**config.mk**
```make
export PLATFORM = sky130hd
export DESIGN_NAME = context_switch_controller
export DESIGN_NICKNAME = d
export VERILOG_FILES = /design/src/rtl/context_switch_controller.sv
export SDC_FILE = /design/constraint.sdc
export NUM_CORES = 1
export LEC_CHECK = 0
export BUFFER_PORTS_ARGS = -buffer_cell sky130_fd_sc_hd__buf_2
export CAP_MARGIN = 0
export CORE_MARGIN = 3
export CORE_UTILIZATION = 50
export CTS_CLUSTER_DIAMETER = 200
export DETAILED_ROUTE_END_ITERATION = 10
export GPL_TIMING_DRIVEN = 0
export HOLD_SLACK_MARGIN = 0.15
export PLACE_DENSITY = 0.78
export SYNTH_ARGS = -nofsm -noshare
export SYNTH_HDL_FRONTEND = slang
export SYNTH_SLANG_ARGS = --single-unit
```
**constraint.sdc**
```tcl
create_clock -name clk -period 4.6 [get_ports clk]
set_clock_uncertainty 0.05 [all_clocks]
set_input_delay 0.69 -clock clk [delete_from_list [all_inputs] [get_ports clk]]
set_output_delay 0.69 -clock clk [all_outputs]
set_load 0.05 [all_outputs]
```
**src/rtl/context_switch_controller.sv**
```systemverilog
// -----------------------------------------------------------------------------
// context_switch_controller
//
// Round-robin process scheduler for the stack core. A FIFO ready queue holds
// process base addresses. On yield the running context is written to RAM at
// base+0 ({SP, CSP-2}) and base+1 ({flags, 3'b0, PC}); the next process is then
// dequeued and the external resume-state unit reloads it from the same words.
// The controller owns the RAM port in SAVE/SWITCH/RESUME; the core owns it in RUN.
//
// Optional feature macro: PREEMPT_EN
//   defined   -> a slice counter forces the yield path after TIMESLICE RUN cycles
//   undefined -> switches happen only on yield/halt
//
// Ports
//   clk, reset          clock, synchronous active-low reset
//   spawn, spawnBase    enqueue request and base address (held until accepted)
//   spawnAccepted       1-cycle pulse, the cycle after the entry was enqueued
//   yield, halt         core switch / retire requests (RUN only, halt wins)
//   coreSp, coreCsp,
//   corePc, coreFlags   live context of the running process
//   coreAddress,
//   coreRwMode,
//   coreDataIn          core side of the RAM mux
//   ramAddress,
//   ramRwMode,
//   ramDataIn           RAM port
//   resumeAddress       resume unit word offset (0/1) relative to base
//   resumeReset         active-low reset to the resume unit
//   resumeFinished      resume unit done
//   coreStall           high whenever the core does not own the machine
//   running             a process is loaded
//   currentBase         base of the loaded process
//   queueCount          ready-queue occupancy
// -----------------------------------------------------------------------------
`ifndef RAM_READ
`define RAM_READ 1'b0
`endif
`ifndef RAM_WRITE
`define RAM_WRITE 1'b1
`endif

module context_switch_controller #(
    parameter int ADDR_BITS   = 8,
    parameter int DATA_BITS   = 16,
    parameter int QUEUE_DEPTH = 4,
    parameter int TIMESLICE   = 256
) (
    input  logic                         clk,
    input  logic                         reset,
    input  logic                         spawn,
    input  logic [ADDR_BITS-1:0]         spawnBase,
    output logic                         spawnAccepted,
    input  logic                         yield,
    input  logic                         halt,
    input  logic [ADDR_BITS-1:0]         coreSp,
    input  logic [ADDR_BITS-1:0]         coreCsp,
    input  logic [8:0]                   corePc,
    input  logic [3:0]                   coreFlags,
    input  logic [ADDR_BITS-1:0]         coreAddress,
    input  logic                         coreRwMode,
    input  logic [DATA_BITS-1:0]         coreDataIn,
    output logic [ADDR_BITS-1:0]         ramAddress,
    output logic                         ramRwMode,
    output logic [DATA_BITS-1:0]         ramDataIn,
    input  logic [ADDR_BITS-1:0]         resumeAddress,
    output logic                         resumeReset,
    input  logic                         resumeFinished,
    output logic                         coreStall,
    output logic                         running,
    output logic [ADDR_BITS-1:0]         currentBase,
    output logic [$clog2(QUEUE_DEPTH):0] queueCount
);

    localparam int PTR_BITS = $clog2(QUEUE_DEPTH);
    localparam int CNT_BITS = PTR_BITS + 1;
    localparam logic [CNT_BITS-1:0] FULL = CNT_BITS'(QUEUE_DEPTH);

    typedef enum logic [2:0] {
        IDLE, RUN, SAVE0, SAVE1, SWITCH, RESUME
    } state_t;

    state_t state, state_next;

    logic                 ram_cycle;   // second cycle of a 2-cycle RAM word
    logic                 yield_path;  // SWITCH was reached through SAVE1
    logic [DATA_BITS-1:0] save_q;      // word sampled in first SAVE cycle
    logic [DATA_BITS-1:0] word0, word1;

    logic [ADDR_BITS-1:0] queue [QUEUE_DEPTH];
    logic [PTR_BITS-1:0]  head, tail;
    logic [CNT_BITS-1:0]  count;

    logic                 queue_nonempty, switch_op, spawn_ok;
    logic                 push, pop;
    logic [ADDR_BITS-1:0] push_data;
    logic                 preempt_hit;

    // CSP is stored pre-decremented; the resume unit adds the 2 back.
    assign word0 = DATA_BITS'({coreSp, coreCsp - ADDR_BITS'(2)});
    assign word1 = DATA_BITS'({coreFlags, 3'b000, corePc});

    assign queue_nonempty = (count != '0);
    assign switch_op      = (state == SWITCH) && queue_nonempty;
    assign spawn_ok       = spawn && !switch_op && (count < FULL);

    // On the yield path push and pop share the SWITCH cycle, so a full queue
    // rotates without ever exceeding its depth.
    assign pop       = switch_op;
    assign push      = spawn_ok || (switch_op && yield_path);
    assign push_data = switch_op ? currentBase : spawnBase;

`ifdef PREEMPT_EN
    localparam int SLICE_BITS = $clog2(TIMESLICE) + 1;
    logic [SLICE_BITS-1:0] slice;

    always_ff @(posedge clk) begin
        if (!reset || state != RUN) slice <= '0;
        else                        slice <= slice + 1'b1;
    end

    assign preempt_hit = (state == RUN) && (slice == SLICE_BITS'(TIMESLICE - 1));
`else
    assign preempt_hit = 1'b0 & (TIMESLICE != 0);
`endif

    always_comb begin
        state_next  = state;
        ramAddress  = currentBase;
        ramRwMode   = `RAM_READ;
        ramDataIn   = '0;
        resumeReset = 1'b0;
        case (state)
            IDLE: begin
                if (queue_nonempty) state_next = SWITCH;
            end
            RUN: begin
                ramAddress = coreAddress;
                ramRwMode  = coreRwMode;
                ramDataIn  = coreDataIn;
                if (halt)                      state_next = SWITCH;
                else if (yield || preempt_hit) state_next = SAVE0;
            end
            SAVE0: begin
                ramRwMode = `RAM_WRITE;
                ramDataIn = ram_cycle ? save_q : word0;
                if (ram_cycle) state_next = SAVE1;
            end
            SAVE1: begin
                ramAddress = currentBase + ADDR_BITS'(1);
                ramRwMode  = `RAM_WRITE;
                ramDataIn  = ram_cycle ? save_q : word1;
                if (ram_cycle) state_next = SWITCH;
            end
            SWITCH: begin
                // Empty queue on the yield path re-selects the yielding process.
                if (!queue_nonempty && !yield_path) state_next = IDLE;
                else                                state_next = RESUME;
            end
            RESUME: begin
                resumeReset = 1'b1;
                ramAddress  = currentBase + resumeAddress;
                if (resumeFinished) state_next = RUN;
            end
            default: state_next = IDLE;
        endcase
    end

    always_ff @(posedge clk) begin
        if (!reset) begin
            state         <= IDLE;
            ram_cycle     <= 1'b0;
            yield_path    <= 1'b0;
            save_q        <= '0;
            head          <= '0;
            tail          <= '0;
            count         <= '0;
            currentBase   <= '0;
            running       <= 1'b0;
            spawnAccepted <= 1'b0;
        end else begin
            state         <= state_next;
            ram_cycle     <= (state == SAVE0 || state == SAVE1) ? ~ram_cycle : 1'b0;
            yield_path    <= (state == SAVE1);
            spawnAccepted <= spawn_ok;

            if ((state == SAVE0 || state == SAVE1) && !ram_cycle)
                save_q <= (state == SAVE0) ? word0 : word1;

            if (push) tail <= tail + 1'b1;
            if (pop) begin
                head        <= head + 1'b1;
                currentBase <= queue[head];
            end
            count <= count + CNT_BITS'(push) - CNT_BITS'(pop);

            if (state == RESUME && resumeFinished)
                running <= 1'b1;
            else if (state == SWITCH && !queue_nonempty && !yield_path)
                running <= 1'b0;
        end
    end

    // Storage needs no reset: pointers and count define what is valid.
    always_ff @(posedge clk) begin
        if (push) queue[tail] <= push_data;
    end

    assign coreStall  = (state != RUN);
    assign queueCount = count;

endmodule

```
==> results by stage, run 1 <==
Final layout:
- The repair_antennas step left the layout with diodes totalling 0.
- The net total in the final layout is 617.
- In the layout the commonest cells are buf_2, nand2_1, dfxtp_1.
- The layout-stage area growth over the synthesis result is 22.5%.
- In the final layout, the share of cells above drive strength 1 is 29.8%.
- Leaving out fill and tap cells, the most frequent cell in the layout is buf_2.
- The finished layout holds 629 standard cells, fillers aside.
- The final instance area is 4800 µm².
- The number of fill cells is 642.

Die:
- The standard-cell row count is 31.
- Measured along the y axis, the die boundary spans 94.5 µm.
- The area enclosed by the die boundary is 8930 µm².
- The core region is 7410 µm².
- For this configuration, the core starts out at a cell density of 52.9%.
- 116 I/O pins were placed.
- The width of the die is 94.5 µm.

Drt:
- The number of DRC violations after detailed routing is 0.
- The post-detailed-route count of antenna-violating nets is 0.
- Detailed routing placed a total of 5.03 mm of wire on met2.
- The uppermost signal routing layer after detailed routing is met4.
- For this block, wires on met1 add up to 4.15 mm.
- The total number of vias is 3464.
- Detailed routing placed a total of 563 µm of wire on met3.
- After detailed routing, the average wire length per cell comes to 15.7 µm.
- The initial DRC count is 147.
- In the routed layout, each cell is associated on average with a via count of 5.51.
- The wire length reported by the detailed router is 9.89 mm.
- The detailed-routing iteration count for the pre-antenna-repair pass is 5.

Synth:
- When the netlist entered floorplanning its net count stood at 492.
- After synthesis, the share of flip-flops with an asynchronous set or reset is 0%.
- The combinational family with the most area after synthesis is compound AO/OA/AOI/OAI gates.
- The share of synthesized area occupied by flip-flops and latches is 43.9%.
- The total number of yosys warnings is 0.
- The most used flip-flop cell after synthesis is dfxtp_1.
- The count of state elements after synthesis is 70.
- Synthesis produced a netlist whose cell count is 400.
- The share of the synthesized area in compound gates (AO/OA/AOI/OAI) is 18.9%.
- The synthesized area divided by synthesized cell count is 9.79 µm².
- The simple-gate share of the synthesized area is 17.1%.
- The post-synthesis instance area is 3920 µm².
- The count of cell types in the netlist is 49.
- Measured against the total synthesized area, the mux share comes to 6.77%.
- Summing the areas of all fa, ha and maj instances in the mapped netlist gives 5.49% of the synthesized area.
- The number of synthesized flops with an enable pin is 32.
- Of the total synthesized cell area, the portion taken by XOR and XNOR cells is 3.80%.

Global route:
- The wire length of the first global-routing pass is 15.8 mm.
- The initial antenna violation count was 0.
- Global routing used 22.5% of the available tracks across all layers.
- The total grt overflow is 0.
- The largest net degree at the start of global routing is 16.
- The via count of the first global-routing pass came to 3347.

Pwr:
- The worst-case IR drop observed on VDD is 0.000312 V.
- The total power per unit cell area is 535 nW/µm².
- The static power due to leakage is 0.00211 µW.

Timing:
- Setup slack on the critical path of the routed design comes to 0.440 ns.
- The measured slew at the worst slew-check pin is 0.823 ns.
- The final hold violation count came to 0.
- The count of endpoints failing setup in the final report is 0.
- Setup repair after global routing left no endpoint under its margin.
- The peak clock frequency supported by timing is 0.240 GHz.
- The clock period minus worst slack is 4.16 ns.
- The final critical-path share of the clock period is 90.4%.
- The worst slew margin relative to its limit is 45.0%.
- The number of pins exceeding their max-slew limit in the final report is 0.
- Summed over all failing endpoints, the final setup total negative slack is 0 ns.

Placed design:
- The worst slack after detailed placement is 0.726 ns.
- The number of buffer cells added on primary ports is 114.
- The placed instances occupy a cell area of 4610 µm².
- The number of placed instances, taps included, is 613.
- The final weighted congestion in routability-driven placement is 0.874.
- Summed over all nets, the half-perimeter wirelength after detailed placement is 7.51 mm.

Clock network:
- The depth of the CTS H-tree is 3.
- Buffers inserted during clock tree synthesis total 9.
- The maximum buffer depth of the clock tree is 2.
- The tree built by TritonCTS fans out to 70 sinks.
- The setup fix buffers added after clock tree synthesis is 0.
- The tree is rooted in a clkbuf_8.
- After clock tree synthesis, the clock-pin slew on the worst setup and hold paths is 0.08 ns.
- The latest clock arrival within the worst-skew pair is 0.34 ns.
- The number of hold-repair buffers added at the cts stage is 0.
- The clock tree from TritonCTS is yes.

Worst setup path:
- In this run the worst path has a maximum fanout of 10.
- Traced cell by cell, the critical path runs through buf_2 -> nor2b_1 -> clkbuf_2 -> nand2_1 -> or2_2 -> ha_1 -> fa_1 -> a211oi_1 -> o21bai_1 -> a21oi_1 -> xor2_1 -> o21ai_0 -> buf_2.
- The category of the worst setup path capture point is a primary output.
- Counting both buffers and inverters, the worst setup path holds a total of 3.
- In this design, the stage delay of the slowest critical-path cell is 0.43 ns.
- The setup check on the worst reg-to-reg path leaves a slack of 1.66 ns.
- The cell family contributing the most delay on the critical path is buffers and inverters.
- For the worst flop-to-flop path, the logic depth is 13.
- In this run the critical register-to-register path is captured at queueCount[2].
- For the worst setup path, the data required time is 3.86 ns.
- The cell with the largest stage delay on the worst path is fa_1.
- The worst flop-to-flop path startpoint is queueCount[1].
- For the worst setup path, the data arrival time is 3.42 ns.
- In this design, the critical path's most frequently occurring cell is buf_2.
- The startpoint type of the worst setup path is a flip-flop.
- The critical path is of the reg2out type.

Min path:
- The cell count of the worst hold path is 2.
- The beginning of the worst hold path is save_q[5].
- The path with the worst hold slack has its endpoint at save_q[5].
- The worst min-delay path category is reg2reg.

Run status:
- The flow ran to the end, and the final reports show no timing, DRC or antenna violations.

Flow run:
- The number of maximum-capacitance constraint violations is 0.
## repair_timing
item / in CTS / in global routing
endpoints found under the hold margin: 0 / 0
gates resized for setup: 0 / 2
endpoints found under the setup margin: 0 / 1
## final cells by class
class,instances,area (µm²),share of cell area [%]
buffer,24,109,2.27
clock buffer,9,124,2.58
clock inverter,7,60.1,1.25
inverter,13,50.0,1.04
multi-input combinational,293,2040,42.5
sequential,70,1720,35.9
tap,99,124,2.58
timing repair buffer,114,571,11.9
## stage by stage
step           utilization (%)  hold slack [ns]  total power (µW)
2_1_floorplan                -            0.391              1810
3_3_place_gp              62.3            0.402              2090
3_5_place_dp              62.3            0.409              2110
4_1_cts                   64.7            0.421              2580
5_1_grt                   64.8            0.446              2730
6_report                  64.8            0.416              2570
## worst register-to-register path, cell delays in order (launching register included)
cell      delay [ns]
dfxtp_1         0.37
nor3_1          0.30
or3_4           0.21
buf_2           0.22
clkinv_2        0.17
buf_4           0.21
ha_1            0.27
inv_1           0.06
ha_1            0.13
inv_1           0.05
fa_1            0.37
xnor2_1         0.15
xnor2_1         0.12
and2_1          0.16
## sequential cells by signal, summed over array words and instances, names as in the netlist, 2 cells and up
register     count
queueCount       3
queue           32
state            3
tail             2
save_q          16
currentBase      8
head             2
## synthesized netlist by cell type (4+ instances only)
library cell	n	area share [%]
dfxtp_1	38	19
xnor2_1	8	1.8
nor3_1	4	0.51
and2_1	7	1.1
buf_2	11	1.4
nand2_1	70	6.7
o21ai_0	18	2.3
ha_1	14	4.5
inv_1	12	1.1
nor2b_1	19	3.0
a22oi_1	8	1.5
nor2_1	17	1.6
a222oi_1	4	1.0
a22o_1	9	2.0
a21oi_1	16	2.0
o22ai_1	5	0.80
clkbuf_1	11	1.1
edfxtp_1	32	25
a21boi_0	16	3.1
xor2_1	9	2.0
nand2b_1	5	0.80
a211oi_1	4	0.77
mux2i_1	4	1.0
a221o_1	10	2.6
mux4_2	8	4.6
and3_1	8	1.3
## layer usage
metal	vias up	GRT usage, %
met2	105	39.2
met4	0	7.33
met3	14	3.82
met1	1641	28.4
li1	1704	-
met5	-	0
## report_power, final
part	total (µW)	internal [µW]	switching [µW]
Sequential	836	772	64.3
Clock	463	206	257
Combinational	1270	406	864
## how the worst max path moves through the flow
stage,slack (ns),startpoint,endpoint,depth (start not counted)
2_1_floorplan,0.40,state[0],ramAddress[6],12
6_report,0.44,state[0],ramAddress[6],13
5_1_grt,0.12,state[0],ramAddress[6],13
3_3_place_gp,0.72,state[0],ramAddress[6],13
4_1_cts,0.32,state[0],ramAddress[6],13
3_5_place_dp,0.73,state[0],ramAddress[6],13
## logic make-up (layout without fill, tap and decap cells)
family,Yosys count,count (layout)
xor+xnor,17,17
buf+inv,37,167
simple gates,141,141
compound gates,104,104
fa+ha+maj,16,16
flops,70,70
mux,15,15
No activity file was read; power rests on OpenSTA's default activity.
==> run 2, diff against run 1 <==
CORE_MARGIN = unset   (was 3)
RECOVER_POWER = 100   (was unset)
==> results by stage, run 2 (synthesis results as in run 1) <==
Timing:
- The measured slew at the worst slew-check pin is 0.805 ns (was 0.823 ns).
- The count of endpoints failing setup in the final report is 0 (unchanged).
- The summed negative setup slack over all endpoints is 0 ns (unchanged).
- The clock period minus worst slack came to 4.28 ns (was 4.16 ns).
- RSZ-0062 raised after global routing: false (unchanged).
- The number of pins exceeding their max-slew limit in the final report is 0 (unchanged).
- The final hold violation count was 0 (unchanged).
- The final worst setup slack came to 0.324 ns (was 0.440 ns).
- The final critical-path share of the clock period came to 92.9% (was 90.4%).
- The peak clock frequency supported by timing came to 0.234 GHz (was 0.240 GHz).
- The worst slew margin relative to its limit is 46.2% (was 45.0%).

Die:
- The die span in y is 90.5 µm (was 94.5 µm).
- The total core area is 7410 µm² (unchanged).
- The area enclosed by the die boundary was 8190 µm² (was 8930 µm²).
- The number of I/O pins came to 116 (unchanged).
- The width of the die was 90.5 µm (was 94.5 µm).
- The standard-cell row count was 31 (unchanged).
- The effective utilization at floorplan is 52.9% (unchanged).

Drt:
- The total number of vias is 3462 (was 3464).
- The average routed wire per standard cell is 15.3 µm (was 15.7 µm).
- The initial DRC count is 157 (was 147).
- The post-detailed-route count of antenna-violating nets is 0 (unchanged).
- The detailed-routing iteration count for the pre-antenna-repair pass is 5 (unchanged).
- The wire length reported by the detailed router was 9.59 mm (was 9.89 mm).
- The average vias per placed instance came to 5.50 (was 5.51).
- The number of DRC violations after detailed routing came to 0 (unchanged).

Clock network:
- The maximum buffer depth of the clock tree came to 2 (unchanged).
- The total clock sinks was 70 (unchanged).
- The clock tree from TritonCTS is yes (unchanged).
- The clock buffer count from CTS is 9 (unchanged).
- The number of hold-repair buffers added at the cts stage was 0 (unchanged).
- The depth of the CTS H-tree is 3 (unchanged).
- The latest clock arrival within the worst-skew pair is 0.35 ns (was 0.34 ns).
- The clock tree root buffer cell is clkbuf_8 (unchanged).
- The clock transition at the registers of the reported paths is 0.09 ns (was 0.08 ns).

Min path:
- The beginning of the worst hold path is save_q[9] (was save_q[5]).
- The cell count of the worst hold path is 2 (unchanged).
- The worst min-delay path category is reg2reg (unchanged).
- The hold-critical path endpoint is save_q[9] (was save_q[5]).

Worst setup path:
- The critical path's largest stage delay is 0.44 ns (was 0.43 ns).
- The slack of the worst reg-to-reg path is 1.17 ns (was 1.66 ns).
- Crit-path cells: buf_2 -> nor2b_1 -> clkbuf_2 -> nand2_1 -> or2_2 -> ha_1 -> fa_1 -> a211oi_1 -> o21bai_1 -> a21oi_1 -> xor2_1 -> o21ai_0 -> clkbuf_2 (was buf_2 -> nor2b_1 -> clkbuf_2 -> nand2_1 -> or2_2 -> ha_1 -> fa_1 -> a211oi_1 -> o21bai_1 -> a21oi_1 -> xor2_1 -> o21ai_0 -> buf_2).
- The capture instance of the worst register-to-register path is queueCount[2] (unchanged).
- The worst endpoint data arrival time is 3.54 ns (was 3.42 ns).
- The startpoint type of the worst setup path is a flip-flop (unchanged).
- The logic depth of the worst register-to-register path is 13 (unchanged).
- The most frequent cell on the critical path was clkbuf_2 (was buf_2).
- The cell with the largest stage delay on the worst path is fa_1 (unchanged).
- The category of the worst setup path capture point is a primary output (unchanged).
- The data required time at the worst endpoint came to 3.86 ns (about the same).
- The maximum fanout along the worst path is 10 (unchanged).
- The critical path class is reg2out (unchanged).
- The worst flop-to-flop path startpoint was queueCount[1] (unchanged).

Placed design:
- The final weighted congestion in routability-driven placement is 0.855 (was 0.874).
- The worst slack after detailed placement came to 0.657 ns (was 0.726 ns).
- The placed wire-length estimate after detailed placement is 7.29 mm (was 7.51 mm).
- The number of buffer cells added on primary ports came to 114 (unchanged).

Flow run:
- The number of maximum-capacitance constraint violations is 0 (unchanged).

Pwr:
- The maximum vdd drop was 0.000322 V (was 0.000312 V).
- The static power due to leakage is 0.00193 µW (was 0.00211 µW).
- The total power per unit cell area is 536 nW/µm² (was 535 nW/µm²).

Final layout:
- The most flop-heavy register is queue (unchanged).
- Most frequent cells in the layout: buf_2, nand2_1, clkbuf_1 (was buf_2, nand2_1, dfxtp_1).
- The most common library cell in the layout ignoring fill and taps is buf_2 (unchanged).
- The net total in the final layout came to 617 (unchanged).
- The number of fill cells was 661 (was 642).
- The flip-flop count of the largest register, all copies and words added is 32 (unchanged).
- The layout-stage area growth over the synthesis result came to 20.5% (was 22.5%).
- Top Registers: queue x32, save_q x16, currentBase x8 (unchanged).
- The share of cells above drive strength 1 is 20.9% (was 29.8%).
- The number of antenna diodes is 0 (unchanged).
- The utilization of the core after routing is 63.7% (was 64.8%).

Global route:
- The wire length of the first global-routing pass is 15.5 mm (was 15.8 mm).
- The initial antenna violation count is 0 (unchanged).
- The largest net degree at the start of global routing is 16 (unchanged).
- The total global-route track usage is 23.7% (was 22.5%).
- The total grt overflow is 0 (unchanged).
- The via count of the first global-routing pass came to 3313 (was 3347).

Run status:
- Outcome: finished clean (unchanged).
[run 2: cell types whose count changed in the layout (fill, tap and decap cells not counted), moves of 2 or more]
cell / before / now
buf_2: 125 / 80
clkbuf_1: 10 / 54
and2_0: 0 / 3
and2_1: 7 / 4
inv_6: 5 / 2
clkbuf_2: 1 / 3
inv_8: 0 / 2
[run 2: power by group]
part / internal [µW] / switching (µW)
clock network: 208 / 259
registers: 772 / 68.8
logic: 367 / 857
[run 2: per-layer routing]
layer  up-vias  track usage, %  part of all wire (%)
met5         -               0                     0
met4         0            9.01                   1.8
met3        15            3.62                   5.0
met2       114            41.3                    50
met1      1630            29.5                    43
li1       1703               -                     -
[run 2: final cells by class]
type	count	area (µm²)	area share (%)
multi-input combinational	293	2020	42.7
sequential	70	1720	36.5
timing repair buffer	114	527	11.2
clock buffer	9	124	2.62
tap	99	124	2.62
buffer	24	95.1	2.01
clock inverter	7	65.1	1.38
inverter	13	50.0	1.06
[run 2: worst max path at each step]
stage	cells after the start	endpoint	startpoint	slack [ns]
floorplan	12	ramAddress[6]	state[0]	0.40
global placement	13	ramAddress[6]	state[0]	0.72
CTS	13	ramAddress[6]	state[0]	0.24
finish	13	ramAddress[6]	state[0]	0.32
global route	13	ramAddress[6]	state[0]	0.09
detailed placement	13	ramAddress[6]	state[0]	0.66
[run 2: stage by stage]
stage | std cells | total power (µW) | cell area (µm²) | hold WS, ns
2_1_floorplan | 400 | 1810 | 3920 | 0.391
3_3_place_gp | 613 | 2080 | 4610 | 0.400
3_5_place_dp | 613 | 2110 | 4610 | 0.407
4_1_cts | 629 | 2580 | 4800 | 0.419
5_1_grt | 629 | 2690 | 4720 | 0.438
6_report | 629 | 2530 | 4720 | 0.421
[run 2: repair_timing]
| action | CTS | global route |
|---|---|---|
| endpoints found under the setup margin | 0 | 1 |
| gates resized for setup | 0 | 2 |
| setup buffers | 0 | 0 |
[run 2: critical path, delay by kind of cell, from the launching register on]
family	cells	cell delay, ns
AND/OR/NAND/NOR	3	0.61
AO/OA/AOI/OAI	4	0.71
adder cells (fa/ha/maj)	2	0.67
XOR/XNOR	1	0.09
flip-flops	1	0.34
buffers and inverters	3	0.78
==> run 3, diff against run 2 <==
CORE_UTILIZATION = 55   (was 50)
PLACE_DENSITY = 0.84   (was 0.78)
==> results by stage, run 3 (synthesis results as in run 1) <==
Global route:
- The total global-route track usage came to 27.7% (was 23.7%).
- The total grt overflow is 0 (unchanged).
- The wire length of the first global-routing pass is 15.7 mm (was 15.5 mm).
- The largest net degree at the start of global routing came to 16 (unchanged).
- The via count of the first global-routing pass is 3337 (was 3313).
- The initial antenna violation count is 0 (unchanged).

Die:
- The die span in y is 86.4 µm (was 90.5 µm).
- The number of I/O pins is 116 (unchanged).
- The width of the die is 86.4 µm (was 90.5 µm).
- The total core area is 6830 µm² (was 7410 µm²).
- The area enclosed by the die boundary is 7460 µm² (was 8190 µm²).
- The standard-cell row count is 30 (was 31).
- The effective utilization at floorplan is 57.3% (was 52.9%).

Timing:
- The measured slew at the worst slew-check pin was 0.801 ns (was 0.805 ns).
- The summed negative setup slack over all endpoints is 0 ns (unchanged).
- The worst slew margin relative to its limit is 46.5% (was 46.2%).
- The clock period minus worst slack was 4.25 ns (was 4.28 ns).
- The hold slack is 0.422 ns (was 0.421 ns).
- The final critical-path share of the clock period is 92.4% (was 92.9%).
- The number of pins exceeding their max-slew limit in the final report is 0 (unchanged).
- RSZ-0062 raised after global routing: false (unchanged).
- The peak clock frequency supported by timing is 0.235 GHz (was 0.234 GHz).
- The count of endpoints failing setup in the final report is 0 (unchanged).
- The final hold violation count is 0 (unchanged).

Pwr:
- The total power per unit cell area was 548 nW/µm² (was 536 nW/µm²).
- The static power due to leakage is 0.00193 µW (about the same).
- The maximum vdd drop came to 0.000327 V (was 0.000322 V).
- The total power after layout is 2600 µW (was 2530 µW).

Final layout:
- The most common library cell in the layout ignoring fill and taps is buf_2 (unchanged).
- The net total in the final layout is 617 (unchanged).
- Top Registers: queue x32, save_q x16, currentBase x8 (unchanged).
- The most flop-heavy register is queue (unchanged).
- The layout-stage area growth over the synthesis result is 21.0% (was 20.5%).
- The share of cells above drive strength 1 was 20.8% (was 20.9%).
- The flip-flop count of the largest register, all copies and words added came to 32 (unchanged).
- The number of antenna diodes is 0 (unchanged).
- Most frequent cells in the layout: buf_2, nand2_1, clkbuf_1 (unchanged).
- The final instance area came to 4740 µm² (was 4720 µm²).

Min path:
- The cell count of the worst hold path is 2 (unchanged).
- The worst min-delay path category is reg2reg (unchanged).

Worst setup path:
- The critical path class is reg2out (unchanged).
- The startpoint type of the worst setup path is a flip-flop (unchanged).
- The category of the worst setup path capture point is a primary output (unchanged).
- The maximum fanout along the worst path is 10 (unchanged).
- The logic depth of the worst register-to-register path came to 13 (unchanged).
- The data required time at the worst endpoint is 3.86 ns (about the same).
- The worst endpoint data arrival time was 3.51 ns (was 3.54 ns).
- The slack of the worst reg-to-reg path was 1.03 ns (was 1.17 ns).

Placed design:
- The placed wire-length estimate after detailed placement is 7.43 mm (was 7.29 mm).
- The post-detailed-placement cell area was 4610 µm² (about the same).
- The number of buffer cells added on primary ports is 114 (unchanged).
- The final weighted congestion in routability-driven placement is 0.870 (was 0.855).

Clock network:
- The total clock sinks is 70 (unchanged).
- The maximum buffer depth of the clock tree is 2 (unchanged).
- The clock transition at the registers of the reported paths came to 0.07 ns (was 0.09 ns).
- The depth of the CTS H-tree was 3 (unchanged).
- The clock tree from TritonCTS is yes (unchanged).
- The clock tree root buffer cell is clkbuf_8 (unchanged).
- The latest clock arrival within the worst-skew pair is 0.35 ns (about the same).
- The setup fix buffers added after clock tree synthesis is 0 (unchanged).
- The clock buffer count from CTS is 9 (unchanged).

Drt:
- The post-detailed-route count of antenna-violating nets is 0 (unchanged).
- The average vias per placed instance was 5.63 (was 5.50).
- The wire length reported by the detailed router is 9.86 mm (was 9.59 mm).
- The average routed wire per standard cell is 15.8 µm (was 15.3 µm).
- The number of DRC violations after detailed routing is 0 (unchanged).
- The detailed-routing iteration count for the pre-antenna-repair pass came to 6 (was 5).
- The total number of vias is 3526 (was 3462).
- The initial DRC count came to 224 (was 157).

Run status:
- Outcome: finished clean (unchanged).

Flow run:
- The number of maximum-capacitance constraint violations is 0 (unchanged).
[run 3: changes by cell type in the layout (fill, tap and decap cells not counted)]
cell / previous run / this run
and2_0: 3 / 1
and2_1: 4 / 6
bufinv_16: 0 / 1
clkbuf_1: 54 / 55
clkbuf_2: 3 / 2
clkinv_4: 2 / 0
inv_6: 2 / 3
[run 3: critical path, cell delays in order, from the launching register on]
cell	delay, ns
dfxtp_1	0.33
buf_2	0.25
nor2b_1	0.17
clkbuf_2	0.22
nand2_1	0.13
or2_2	0.30
ha_1	0.23
fa_1	0.43
xor2_1	0.25
a211oi_1	0.11
a211oi_1	0.25
clkbuf_1	0.50
[run 3: report_power, final]
| group | switching, µW | internal (µW) |
|---|---|---|
| combinational | 870 | 367 |
| clock | 258 | 263 |
| sequential | 67.8 | 772 |
| total | 1200 | 1400 |
[run 3: per-stage QoR]
step	setup slack [ns]	cells	util [%]
floorplan	0.400	400	-
global placement	0.746	610	67.5
detailed placement	0.692	610	67.5
CTS	0.267	626	70.5
global route	0.129	626	69.4
finish	0.348	626	69.4
[run 3: per-layer routing]
metal  GRT usage, %  wire length [µm]
met5              0                 0
met4           8.64               175
met3           6.00               618
met2           46.8              4950
met1           35.7              4120
[run 3: path summary, 6_finish.rpt]
| check | from | endpoint |
|---|---|---|
| setup / recovery | state[0] | ramAddress[2] |
| hold / removal | save_q[4] | save_q[4] |
| setup reg to reg | queueCount[1] | queueCount[2] |
| hold reg to reg | save_q[4] | save_q[4] |
[run 3: repair_timing]
action                                  in CTS  in global routing
endpoints found under the hold margin        0                  0
endpoints found under the setup margin       0                  1
resized for setup                            0                  2
hold buffers                                 0                  0
[run 3: final cells by class]
class | instances | area (µm²)
fillers | 568 | 2090
multi-input cells | 293 | 2020
flip-flops and latches | 70 | 1720
repair buffers | 114 | 526
clock buffers | 9 | 124
well taps | 96 | 120
plain buffers | 24 | 95.1
clock inverters | 7 | 86.3
inverters | 13 | 50.0
